===== src/rtl/mem_arb_pkg.sv =====
// Shared definitions for the data-cache port arbiter.
//   state_t  : sequencer states
//   REQ_IF / REQ_DM : requester ids
//   FUNC3_LW : access size used for instruction fetches (full word)
package mem_arb_pkg;

  typedef enum logic [2:0] {
    S_IDLE  = 3'd0,
    S_ISSUE = 3'd1,
    S_CHECK = 3'd2,
    S_WAIT  = 3'd3,
    S_RESP  = 3'd4,
    S_DRAIN = 3'd5
  } state_t;

  localparam logic REQ_IF = 1'b0;
  localparam logic REQ_DM = 1'b1;

  localparam logic [2:0] FUNC3_LW = 3'b010;

endpackage


===== src/rtl/mem_arb_prio.sv =====
// DM-priority selection with IF starvation protection.
// Ports:
//   clk, reset_n       : clock, asynchronous active-low reset
//   if_valid, dm_valid : pending requests from fetch and load/store
//   idle               : sequencer is in IDLE (grants only count there)
//   grant_fire         : a handshake happened this cycle
//   winner             : REQ_IF or REQ_DM, the port that may be granted
module mem_arb_prio
  import mem_arb_pkg::*;
#(
  parameter int IF_MAX_WAIT = 4
) (
  input  logic clk,
  input  logic reset_n,
  input  logic if_valid,
  input  logic dm_valid,
  input  logic idle,
  input  logic grant_fire,
  output logic winner
);

  localparam int SW = (IF_MAX_WAIT < 1) ? 1 : $clog2(IF_MAX_WAIT + 1);
  localparam logic [SW-1:0] STARVE_MAX = SW'(IF_MAX_WAIT);

  logic [SW-1:0] starve_cnt;
  logic          fire;

  assign fire = idle && grant_fire;

  // IF only wins when DM is absent or IF has waited through IF_MAX_WAIT DM grants.
  always_comb begin
    winner = REQ_DM;
    if (if_valid && (!dm_valid || (starve_cnt == STARVE_MAX))) begin
      winner = REQ_IF;
    end
  end

  // No saturation needed: at STARVE_MAX with IF pending, IF wins and clears it.
  always_ff @(posedge clk or negedge reset_n) begin
    if (!reset_n) begin
      starve_cnt <= '0;
    end else if (!if_valid) begin
      starve_cnt <= '0;
    end else if (fire) begin
      starve_cnt <= (winner == REQ_IF) ? '0 : starve_cnt + 1'b1;
    end
  end

endmodule


===== src/rtl/mem_port_arbiter.sv =====
// Shares one data-cache port between instruction fetch (IF) and load/store (DM).
// One cache transaction at a time: IDLE -> ISSUE -> CHECK -> (WAIT) -> RESP,
// with DRAIN after a timeout until the cache releases busy.
// Ports:
//   clk, reset_n                       : clock, asynchronous active-low reset
//   if_req_* / if_addr / if_rsp_*      : fetch request/response (read-only, word)
//   dm_req_* / dm_addr/wdata/we/func3  : load/store request
//   dm_rsp_*                           : load/store response
//   cache_addr/wdata/we/func3          : request to the cache (we pulses once)
//   cache_rdata/hit/busy               : cache status and read data
//   hit_cnt / miss_cnt                 : wrapping performance counters
module mem_port_arbiter
  import mem_arb_pkg::*;
#(
  parameter int IF_MAX_WAIT = 4,
  parameter int TIMEOUT     = 64,
  parameter int CNT_W       = 32
) (
  input  logic             clk,
  input  logic             reset_n,
  input  logic             if_req_valid,
  output logic             if_req_ready,
  input  logic [31:0]      if_addr,
  output logic             if_rsp_valid,
  output logic [31:0]      if_rsp_data,
  output logic             if_rsp_err,
  input  logic             dm_req_valid,
  output logic             dm_req_ready,
  input  logic [31:0]      dm_addr,
  input  logic [31:0]      dm_wdata,
  input  logic             dm_we,
  input  logic [2:0]       dm_func3,
  output logic             dm_rsp_valid,
  output logic [31:0]      dm_rsp_data,
  output logic             dm_rsp_err,
  output logic [31:0]      cache_addr,
  output logic [31:0]      cache_wdata,
  output logic             cache_we,
  output logic [2:0]       cache_func3,
  input  logic [31:0]      cache_rdata,
  input  logic             cache_hit,
  input  logic             cache_busy,
  output logic [CNT_W-1:0] hit_cnt,
  output logic [CNT_W-1:0] miss_cnt
);

  localparam int WAIT_W = (TIMEOUT < 2) ? 1 : $clog2(TIMEOUT + 1);
  localparam logic [WAIT_W-1:0] WAIT_LAST = WAIT_W'(TIMEOUT - 1);

  state_t state, state_nxt;

  logic        winner, idle, if_fire, dm_fire, grant_fire;
  logic [31:0] sel_addr, sel_wdata;
  logic        sel_we, sel_misaligned;
  logic [2:0]  sel_func3;

  logic        req_id_p0, req_we_p0;
  logic [31:0] req_addr_p0, req_wdata_p0;
  logic [2:0]  req_func3_p0;
  logic [31:0] rsp_data_p1;
  logic        rsp_err_p1, timeout_p1;
  logic [WAIT_W-1:0] wait_cnt;

  assign idle = (state == S_IDLE);

  mem_arb_prio #(
    .IF_MAX_WAIT(IF_MAX_WAIT)
  ) u_prio (
    .clk       (clk),
    .reset_n   (reset_n),
    .if_valid  (if_req_valid),
    .dm_valid  (dm_req_valid),
    .idle      (idle),
    .grant_fire(grant_fire),
    .winner    (winner)
  );

  assign if_req_ready = idle && if_req_valid && (winner == REQ_IF);
  assign dm_req_ready = idle && dm_req_valid && (winner == REQ_DM);
  assign if_fire      = if_req_valid && if_req_ready;
  assign dm_fire      = dm_req_valid && dm_req_ready;
  assign grant_fire   = if_fire || dm_fire;

  // Fetches are presented to the cache as plain word loads.
  assign sel_addr       = (winner == REQ_DM) ? dm_addr  : if_addr;
  assign sel_wdata      = (winner == REQ_DM) ? dm_wdata : 32'd0;
  assign sel_we         = (winner == REQ_DM) ? dm_we    : 1'b0;
  assign sel_func3      = (winner == REQ_DM) ? dm_func3 : FUNC3_LW;
  assign sel_misaligned = (sel_addr[1:0] != 2'b00);

  // Cache request holds the latched values; only the write strobe pulses.
  assign cache_addr  = req_addr_p0;
  assign cache_wdata = req_wdata_p0;
  assign cache_func3 = req_func3_p0;

  always_ff @(posedge clk or negedge reset_n) begin
    if (!reset_n) begin
      state <= S_IDLE;
    end else begin
      state <= state_nxt;
    end
  end

  always_comb begin
    state_nxt    = state;
    cache_we     = 1'b0;
    if_rsp_valid = 1'b0;
    if_rsp_data  = 32'd0;
    if_rsp_err   = 1'b0;
    dm_rsp_valid = 1'b0;
    dm_rsp_data  = 32'd0;
    dm_rsp_err   = 1'b0;
    unique case (state)
      S_IDLE: begin
        if (grant_fire) begin
          state_nxt = sel_misaligned ? S_RESP : S_ISSUE;
        end
      end
      S_ISSUE: begin
        cache_we  = req_we_p0;
        state_nxt = S_CHECK;
      end
      S_CHECK: begin
        state_nxt = cache_busy ? S_WAIT : S_RESP;
      end
      S_WAIT: begin
        if (!cache_busy || (wait_cnt == WAIT_LAST)) begin
          state_nxt = S_RESP;
        end
      end
      S_RESP: begin
        if (req_id_p0 == REQ_IF) begin
          if_rsp_valid = 1'b1;
          if_rsp_data  = rsp_data_p1;
          if_rsp_err   = rsp_err_p1;
        end else begin
          dm_rsp_valid = 1'b1;
          dm_rsp_data  = rsp_data_p1;
          dm_rsp_err   = rsp_err_p1;
        end
        state_nxt = timeout_p1 ? S_DRAIN : S_IDLE;
      end
      S_DRAIN: begin
        if (!cache_busy) begin
          state_nxt = S_IDLE;
        end
      end
      default: state_nxt = S_IDLE;
    endcase
  end

  // rsp_data_p1 is cleared at the handshake and only written on a successful
  // capture, so every error response carries zero data.
  always_ff @(posedge clk or negedge reset_n) begin
    if (!reset_n) begin
      req_id_p0    <= REQ_IF;
      req_we_p0    <= 1'b0;
      req_addr_p0  <= '0;
      req_wdata_p0 <= '0;
      req_func3_p0 <= '0;
      rsp_data_p1  <= '0;
      rsp_err_p1   <= 1'b0;
      timeout_p1   <= 1'b0;
      wait_cnt     <= '0;
      hit_cnt      <= '0;
      miss_cnt     <= '0;
    end else begin
      unique case (state)
        // request latch
        S_IDLE: begin
          if (grant_fire) begin
            req_id_p0    <= winner;
            req_addr_p0  <= sel_addr;
            req_wdata_p0 <= sel_wdata;
            req_we_p0    <= sel_we;
            req_func3_p0 <= sel_func3;
            rsp_data_p1  <= '0;
            rsp_err_p1   <= sel_misaligned;
            timeout_p1   <= 1'b0;
          end
        end
        // cache status decode
        S_CHECK: begin
          wait_cnt <= '0;
          if (cache_hit) begin
            hit_cnt <= hit_cnt + 1'b1;
          end else if (cache_busy) begin
            miss_cnt <= miss_cnt + 1'b1;
          end
          if (!cache_busy) begin
            if (cache_hit) begin
              rsp_data_p1 <= cache_rdata;
            end else begin
              rsp_err_p1 <= 1'b1;
            end
          end
        end
        // completion capture
        S_WAIT: begin
          if (!cache_busy) begin
            rsp_data_p1 <= cache_rdata;
          end else begin
            if (wait_cnt == WAIT_LAST) begin
              rsp_err_p1 <= 1'b1;
              timeout_p1 <= 1'b1;
            end
            wait_cnt <= wait_cnt + 1'b1;
          end
        end
        default: ;
      endcase
    end
  end

endmodule


===== config.mk =====
export PLATFORM = sky130hd
export DESIGN_NAME = mem_port_arbiter
export DESIGN_NICKNAME = d
export VERILOG_FILES = /design/src/rtl/mem_arb_pkg.sv /design/src/rtl/mem_arb_prio.sv /design/src/rtl/mem_port_arbiter.sv
export SDC_FILE = /design/constraint.sdc
export NUM_CORES = 1
export LEC_CHECK = 0
export ABC_AREA = 1
export CAP_MARGIN = 20
export CORE_UTILIZATION = 49
export CTS_CLUSTER_DIAMETER = 200
export DETAILED_ROUTE_END_ITERATION = 16
export PLACE_DENSITY = 0.82
export SYNTH_ARGS = -nofsm -noshare
export SYNTH_HDL_FRONTEND = slang
export SYNTH_SLANG_ARGS = --single-unit

===== constraint.sdc =====
create_clock -name clk -period 3.5 [get_ports clk]
set_clock_uncertainty 0.2 [all_clocks]
set_input_delay 0.7 -clock clk [delete_from_list [all_inputs] [get_ports clk]]
set_output_delay 0.7 -clock clk [all_outputs]
set_load 0.005 [all_outputs]

==> results of run 1 <==
## stage by stage
step	util	cell area (um^2)	hold slack [ns]	total power, mW
after global placement	0.697	13300	0.254	5.85
after floorplan	-	9650	0.204	4.44
after CTS	0.731	13900	0.0581	7.89
after detailed placement	0.697	13300	0.257	5.92
final	0.733	13900	0.0340	7.90
after global routing	0.733	13900	0.0820	8.38
## worst paths after layout
| check | from | end | cells past startpoint |
|---|---|---|---|
| setup / recovery | state[0] | dm_rsp_data[1] | 9 |
| hold / removal | reset_n | rsp_data_p1[11] | 1 |
| setup reg to reg | u_prio.starve_cnt[0] | req_we_p0 | 11 |
| hold reg to reg | cache_wdata[27] | cache_wdata[27] | 2 |
| max in group asynchronous | reset_n | cache_addr[6] | 2 |
| min in group clk | cache_wdata[27] | cache_wdata[27] | 2 |
## worst max-delay path: cells and delay by family (launching register included)
kind | cells | cell delay, ns
buf+inv | 5 | 1.04
flops | 1 | 0.40
simple gates | 4 | 0.60
## cell families (layout without fill, tap and decap cells)
| group | Yosys count | count (layout) | share of synthesized area |
|---|---|---|---|
| other | 0 | 1 | 0 |
| adder cells (fa/ha/maj) | 5 | 5 | 0.00648 |
| AO/OA/AOI/OAI | 62 | 62 | 0.0348 |
| AND/OR/NAND/NOR | 891 | 891 | 0.375 |
| XOR/XNOR | 36 | 36 | 0.0327 |
| flip-flops | 180 | 180 | 0.467 |
| buffers and inverters | 195 | 547 | 0.0840 |
## repair_timing
action,in CTS,in global routing
pin swaps,0,1
endpoints found under the hold margin,0,0
cloned,2,0
buffers inserted,5,4
resized for setup,8,3
setup endpoints to repair,66,66
## registers in the layout, indices dropped and copies added (netlist names)
register           flops
cache_addr            32
cache_wdata           32
hit_cnt               32
miss_cnt              32
rsp_data_p1           32
wait_cnt               7
cache_func3            3
state                  3
u_prio.starve_cnt      3
req_id_p0              1
req_we_p0              1
rsp_err_p1             1
timeout_p1             1
## cells in the mapped netlist, drive strengths merged
cell type,instances
ha,5
clkbuf,13
o21bai,1
dfrtp,180
xor2,15
nand4,15
a21oi,7
nand2b,1
nor3,7
o211ai,1
nor4,1
nand3,51
a22o,1
a22oi,1
nor2,217
xnor2,21
nand3b,6
nand2,593
o21ai,51
inv,153
clkinv,1
buf,28
## routing by layer
layer  track usage  wire length, um  vias up
li1              -                -     4807
met1         0.350            11700     4520
met2         0.506            14200      354
met3        0.0592             1960       45
met4         0.115              669        0
met5             0                0        -
## report_power, final
part / switching [mW] / internal [mW]
Combinational: 1.71 / 1.40
Sequential: 0.343 / 2.58
Clock: 0.915 / 0.943
Total: 2.97 / 4.93
## cell usage in the layout, fill, tap and decap left out, drive strengths merged
cell / netlist / final
nand3: 51 / 51
nand2b: 1 / 1
nor3: 7 / 7
nor4: 1 / 1
o21bai: 1 / 1
clkdlybuf4s50: 0 / 338
nand2: 593 / 593
a22oi: 1 / 1
nand3b: 6 / 6
a22o: 1 / 1
buf: 28 / 21
clkinv: 1 / 2
diode: 0 / 1
clkbuf: 13 / 17
ha: 5 / 5
a21oi: 7 / 7
o21ai: 51 / 51
o211ai: 1 / 1
nor2: 217 / 217
inv: 153 / 161
xnor2: 21 / 21
dfrtp: 180 / 180
nand4: 15 / 15
xor2: 15 / 15
clkinvlp: 0 / 8
## cell type report
class,count,area [um^2]
Antenna cell,1,2.50
Tap cell,260,325
Sequential cell,180,4500
Clock inverter,15,136
Multi-Input combinational cell,994,4350
Timing Repair inverter,2,15.0
Timing Repair Buffer,359,3590
Fill cell,1521,5080
Inverter,154,586
Clock buffer,17,425
==> run_results.csv, run 1 <==
group,metric,value,unit
die,chipWidth,142,um
clocking,cts_tree,"done",
flow_run,max_cap_violations,0,
sta,post-route-period-util,0.963,
route,detailedRoute.firstIterationViolations,609,
grt,grt_overflow,0,
placement,numPortBuffers,339,
synthesis,syn_inst,1369,
grt,initial_antenna_violation_count,1,
route,routed_len_inst,14.4,um
pwr,power_per_cell_area,567,nW/um^2
clocking,clk_buf_depth,2,
synthesis,synth.net_count,1512,
synthesis,synth_largest_type_area_fraction,0.467,
critical_path,worstPathMaxFanout,17,
critical_path,timing_worst_setup_path_type,"reg -> out",
die,fp.coreArea,19000,um^2
clocking,clock_network_latency_to_the_later_pin_of_the_worst_skew_pair,0.43,ns
route,vias,9726,
die,std_cell_rows,50,
die,die_y,142,um
route,drtPass1Iterations,7,
grt,grt_pass1_vias,9257,
finish,layout_cells_sized_above_1,0.0546,
synthesis,yosys_warnings,0,
finish,final_nets,1851,
synthesis,post_synth.cell_area_avg,7.05,um^2
critical_path,worstPathCellList,"inv_2, nand2_1, inv_1, nand2_2, nor2_4, clkinvlp_4, buf_6, nor2_1, clkdlybuf4s50_1",
sta,final.min_clock_period,3.37,ns
sta,max_slew_margin,0.600,
grt,grt_pass1_wl,45.7,mm
critical_path,timing.critical_path.slowest_cell_delay,0.52,ns
clocking,clock-root-buffer,"sky130_fd_sc_hd__clkbuf_16",
sta,fmax,297,MHz
critical_path,timing.critical_path.slowest_stage_cell,"sky130_fd_sc_hd__clkdlybuf4s50_1",
worst_hold_path,hold_path.class,"in -> async",
run_status,status,"completed",
sta,finalWorstSetupSlack,0.129,ns
critical_path,setup.worst_path.end_class,"output pin",
grt,grt_start_max_net_pins,73,
pwr,leakagePower,6.65,nW
clocking,ctsHoldBuffers,0,
route,wire_length_after_detailed_routing,28.6,mm
synthesis,post-synth-top-area-cell,"sky130_fd_sc_hd__dfrtp_1",
placement,post-dp-hpwl,21.0,mm
finish,final-instance-count-excl-fill,1982,
synthesis,ys_types,32,
finish,flow.area_growth_from_synthesis,44.4,%
route,ant_nets,0,
critical_path,cp-start-kind,"register",
grt,grt_use_total,0.290,
clocking,number_of_buffers_created_by_cts,17,
sta,finalHoldViolCount,0,
sta,timing.final.setup_violations,0,
synthesis,synth_area,9650,um^2
critical_path,worst-r2r-setup-slack,0.92,ns
sta,maxSlewViolCount,0,
synthesis,synth_seq_cells,180,
synthesis,synth.yosys.seq_area_share,0.467,
sta,finalSetupTns,0,ns
die,ios,340,
die,dieArea,20300,um^2
clocking,clkSlewWorstSetupHoldPaths,0.08,ns
clocking,htree_num_levels,4,
sta,rsz0062_at_grt,"false",
sta,worst_max_slew_pin_slew,0.600,ns
pwr,vdd.ir_drop.worst,0.000441,V
die,effective_utilization_at_floorplan,0.507,
placement,dp.cells,1938,
route,post-route-drc-count,0,
critical_path,cp_data_required_time,2.60,ns
critical_path,cp_data_arrival_time,2.47,ns
placement,pre_cts_slack,0.334,ns
placement,place_congestion,0.885,
route,detail_route.vias_per_cell,4.91,
synthesis,synth_top_cells_by_area,"sky130_fd_sc_hd__dfrtp_1 47%, sky130_fd_sc_hd__nand2_1 23%, sky130_fd_sc_hd__nor2_1 7.8%, sky130_fd_sc_hd__inv_1 5.7%, sky130_fd_sc_hd__nand3_1 2.6%",
clocking,cts_num_sinks,180,
No activity file was read; power rests on OpenSTA's default activity.
==> inputs of run 2 (changes only) <==
--- a/config.mk
+++ b/config.mk
@@ -7,10 +7,11 @@
 export LEC_CHECK = 0
 export ABC_AREA = 1
 export CAP_MARGIN = 20
-export CORE_UTILIZATION = 49
+export CORE_UTILIZATION = 50
 export CTS_CLUSTER_DIAMETER = 200
 export DETAILED_ROUTE_END_ITERATION = 16
-export PLACE_DENSITY = 0.82
+export PLACE_DENSITY = 0.83
 export SYNTH_ARGS = -nofsm -noshare
 export SYNTH_HDL_FRONTEND = slang
+export SYNTH_HIERARCHICAL = 1
 export SYNTH_SLANG_ARGS = --single-unit
==> run_results.csv, run 2 <==
group,metric,value,unit
run_status,status,"completed",
route,drtPass1Iterations,5,
route,routed_len_inst,14.8,um
sta,finalHoldViolCount,0,
grt,grt_start_max_net_pins,66,
sta,worst_max_slew_pin_slew,0.626,ns
synthesis,syn_inst,1336,
pwr,power_per_cell_area,581,nW/um^2
pwr,vdd.ir_drop.worst,0.000385,V
critical_path,cp_data_required_time,2.60,ns
critical_path,worstPathCellList,"clkdlybuf4s50_1, and2_4, or2_1, nand2_1, nor2_8, clkdlybuf4s50_1",
synthesis,synth_seq_cells,180,
critical_path,crit-reg2reg-launch,"u_prio/starve_cnt[0]",
synthesis,primary_ff_master_synth,"sky130_fd_sc_hd__dfrtp_1",
critical_path,setup.worst_path.end_class,"output pin",
route,ant_nets,0,
placement,place_congestion,0.976,
grt,grt_pass1_vias,9356,
worst_hold_path,hold_path.class,"in -> async",
placement,dp.cells,1906,
finish,finish.utilization,0.737,
die,chipWidth,142,um
pwr,leakagePower,6.28,nW
grt,grt_pass1_wl,46.5,mm
synthesis,ys_types,40,
sta,fmax,298,MHz
synthesis,synth-edff-count,0,
die,die_y,142,um
grt,grt_use_total,0.293,
synthesis,synth_area,9740,um^2
pwr,totalPowerFinal,8.09,mW
critical_path,worst_r2r_path_depth,13,
synthesis,synth_largest_type_area_fraction,0.462,
synthesis,synth_top_cells_by_area,"sky130_fd_sc_hd__dfrtp_1 46%, sky130_fd_sc_hd__nand2_1 21%, sky130_fd_sc_hd__nor2_1 8.1%, sky130_fd_sc_hd__inv_1 4.4%, sky130_fd_sc_hd__nand3b_1 2.8%",
critical_path,timing.critical_path.slowest_stage_cell,"sky130_fd_sc_hd__clkdlybuf4s50_1",
sta,post-route-period-util,0.959,
sta,timing.final.setup_violations,0,
finish,filler_cell_count,1539,
critical_path,worst-r2r-setup-slack,0.80,ns
synthesis,post_synth.cell_area_avg,7.29,um^2
synthesis,post-synth-top-area-cell,"sky130_fd_sc_hd__dfrtp_1",
synthesis,synth.net_count,1479,
critical_path,cp_data_arrival_time,2.46,ns
clocking,clock_network_latency_to_the_later_pin_of_the_worst_skew_pair,0.43,ns
critical_path,timing.critical_path.slowest_cell_delay,0.57,ns
clocking,number_of_buffers_created_by_cts,17,
critical_path,worst_path_most_repeated_cell,"sky130_fd_sc_hd__clkdlybuf4s50_1",
clocking,clk_buf_depth,2,
clocking,clkSlewWorstSetupHoldPaths,0.07,ns
critical_path,timing.rr.end,"cache_addr[15]",
die,effective_utilization_at_floorplan,0.516,
route,post-route-drc-count,0,
grt,grt_overflow,0,
critical_path,worstPathMaxFanout,3,
route,wl_met1,12.0,mm
finish,final-instance-count-excl-fill,1943,
finish,final_nets,1811,
finish,flow.area_growth_from_synthesis,43.0,%
pwr,switching_fraction_of_total_power,0.368,
sta,max_slew_margin,0.583,
clocking,cts_num_sinks,180,
die,fp.coreArea,18900,um^2
pwr,power.sequential.fraction,0.378,
clocking,htree_num_levels,4,
clocking,ctsHoldBuffers,0,
synthesis,yosys_warnings,6,
route,met2_wirelength_from_detailed_routing,14.1,mm
route,routed-wl-met3,1.70,mm
route,vias,9790,
flow_run,max_cap_violations,0,
placement,place_area,13300,um^2
route,detail_route.vias_per_cell,5.04,
synthesis,synth.yosys.seq_area_share,0.462,
critical_path,cp-start-kind,"primary input",
critical_path,timing_worst_setup_path_type,"in -> out",
clocking,cts_tree,"done",
sta,final.min_clock_period,3.36,ns
finish,mostFrequentLayoutCell,"sky130_fd_sc_hd__nand2_1",
placement,post-dp-hpwl,21.1,mm
synthesis,synth_async_sr_flop_share,1.00,
pwr,portion_of_total_power_attributed_to_the_clock_network,0.230,
pwr,power.combinational.fraction,0.392,
finish,post-route-cell-area,13900,um^2
sta,rsz0062_at_grt,"false",
sta,maxSlewViolCount,0,
clocking,clock-root-buffer,"sky130_fd_sc_hd__clkbuf_16",
route,dr.max_layer_used,"met4",
placement,numPortBuffers,339,
route,detailedRoute.firstIterationViolations,511,
finish,most_frequent_cells_in_the_layout,"556 x sky130_fd_sc_hd__nand2_1, 338 x sky130_fd_sc_hd__clkdlybuf4s50_1, 209 x sky130_fd_sc_hd__nor2_1",
route,wire_length_after_detailed_routing,28.7,mm
synthesis,most_instantiated_library_cell_after_synthesis,"sky130_fd_sc_hd__nand2_1",
finish,layout_cells_sized_above_1,0.0577,
grt,initial_antenna_violation_count,2,
pwr,switching_power,2.97,mW
sta,finalSetupTns,0,ns
pwr,power.internal,5.12,mW
die,ios,340,
synthesis,most_used_standard_cells_in_the_synthesized_netlist,"556 x sky130_fd_sc_hd__nand2_1, 210 x sky130_fd_sc_hd__nor2_1, 180 x sky130_fd_sc_hd__dfrtp_1",
die,dieArea,20000,um^2
die,std_cell_rows,50,
## run 2: cell count changes after synthesis, sizes merged, moves of 2 or more
cell | before | now
o21ai | 51 | 16
inv | 153 | 122
a31oi | 0 | 30
nand3b | 6 | 36
nand2 | 593 | 565
nor2 | 217 | 225
xnor2 | 21 | 13
nand3 | 51 | 44
xor2 | 15 | 20
buf | 28 | 32
a21oi | 7 | 5
and2 | 0 | 2
nand4 | 15 | 17
nor3 | 7 | 5
## run 2: what timing repair did
action	in CTS	in global routing
buffers inserted	2	0
cloned	1	0
setup endpoints to repair	8	1
gates resized for setup	3	1
## run 2: worst max path at each step
stage                             from               to  slack, ns  cells after the start
after floorplan           dm_req_valid     dm_req_ready       0.92                      6
after global placement    dm_req_valid     dm_req_ready       0.15                      6
after detailed placement  dm_req_valid     dm_req_ready       0.14                      6
after CTS                     state[1]  dm_rsp_data[16]       0.11                      7
after global routing      dm_req_valid     dm_req_ready       0.07                      6
final                     dm_req_valid     dm_req_ready       0.14                      6
## run 2: routing by layer
| metal | global-route usage | vias up |
|---|---|---|
| met4 | 0.134 | 0 |
| met3 | 0.0462 | 66 |
| met5 | 0 | - |
| met1 | 0.367 | 4583 |
| li1 | - | 4777 |
| met2 | 0.499 | 364 |
## run 2: stage by stage
step                      setup slack (ns)  hold slack (ns)
after CTS                            0.112           0.0664
final                                0.145           0.0434
after global placement               0.148            0.253
after floorplan                      0.923            0.204
after global routing                0.0739           0.0732
after detailed placement             0.143            0.257
## run 2: area by class of cell
class,count,area (um^2),area share
Timing Repair inverter,1,7.51,0.000539
Clock inverter,15,136,0.00979
Antenna cell,2,5.00,0.000359
Multi-Input combinational cell,990,4490,0.323
Timing Repair Buffer,356,3570,0.256
Inverter,122,462,0.0331
Tap cell,260,325,0.0234
Clock buffer,17,425,0.0305
Sequential cell,180,4500,0.323
## run 2: kinds of logic after synthesis
kind of cell | Yosys count | synth area share
AOI/OAI and AO/OA | 56 | 0.0379
xor gates and xnor gates | 33 | 0.0297
adders and majority gates | 5 | 0.00642
buffers and inverters | 166 | 0.0773
DFF | 180 | 0.462
and+or+nand+nor | 896 | 0.386
## run 2: critical path: cells and delay by family
kind                   cells  cell delay (ns)
and+or+nand+nor            4             0.63
buffers and inverters      2             1.13
## run 2: power by group through the flow
stage | Clock, mW | Sequential [mW] | Combinational, mW
after floorplan | 0 | 3.04 | 1.68
after global placement | 0 | 3.06 | 3.06
after detailed placement | 0 | 3.08 | 3.14
after CTS | 1.88 | 3.05 | 3.20
after global routing | 1.96 | 3.13 | 3.50
final | 1.86 | 3.05 | 3.17
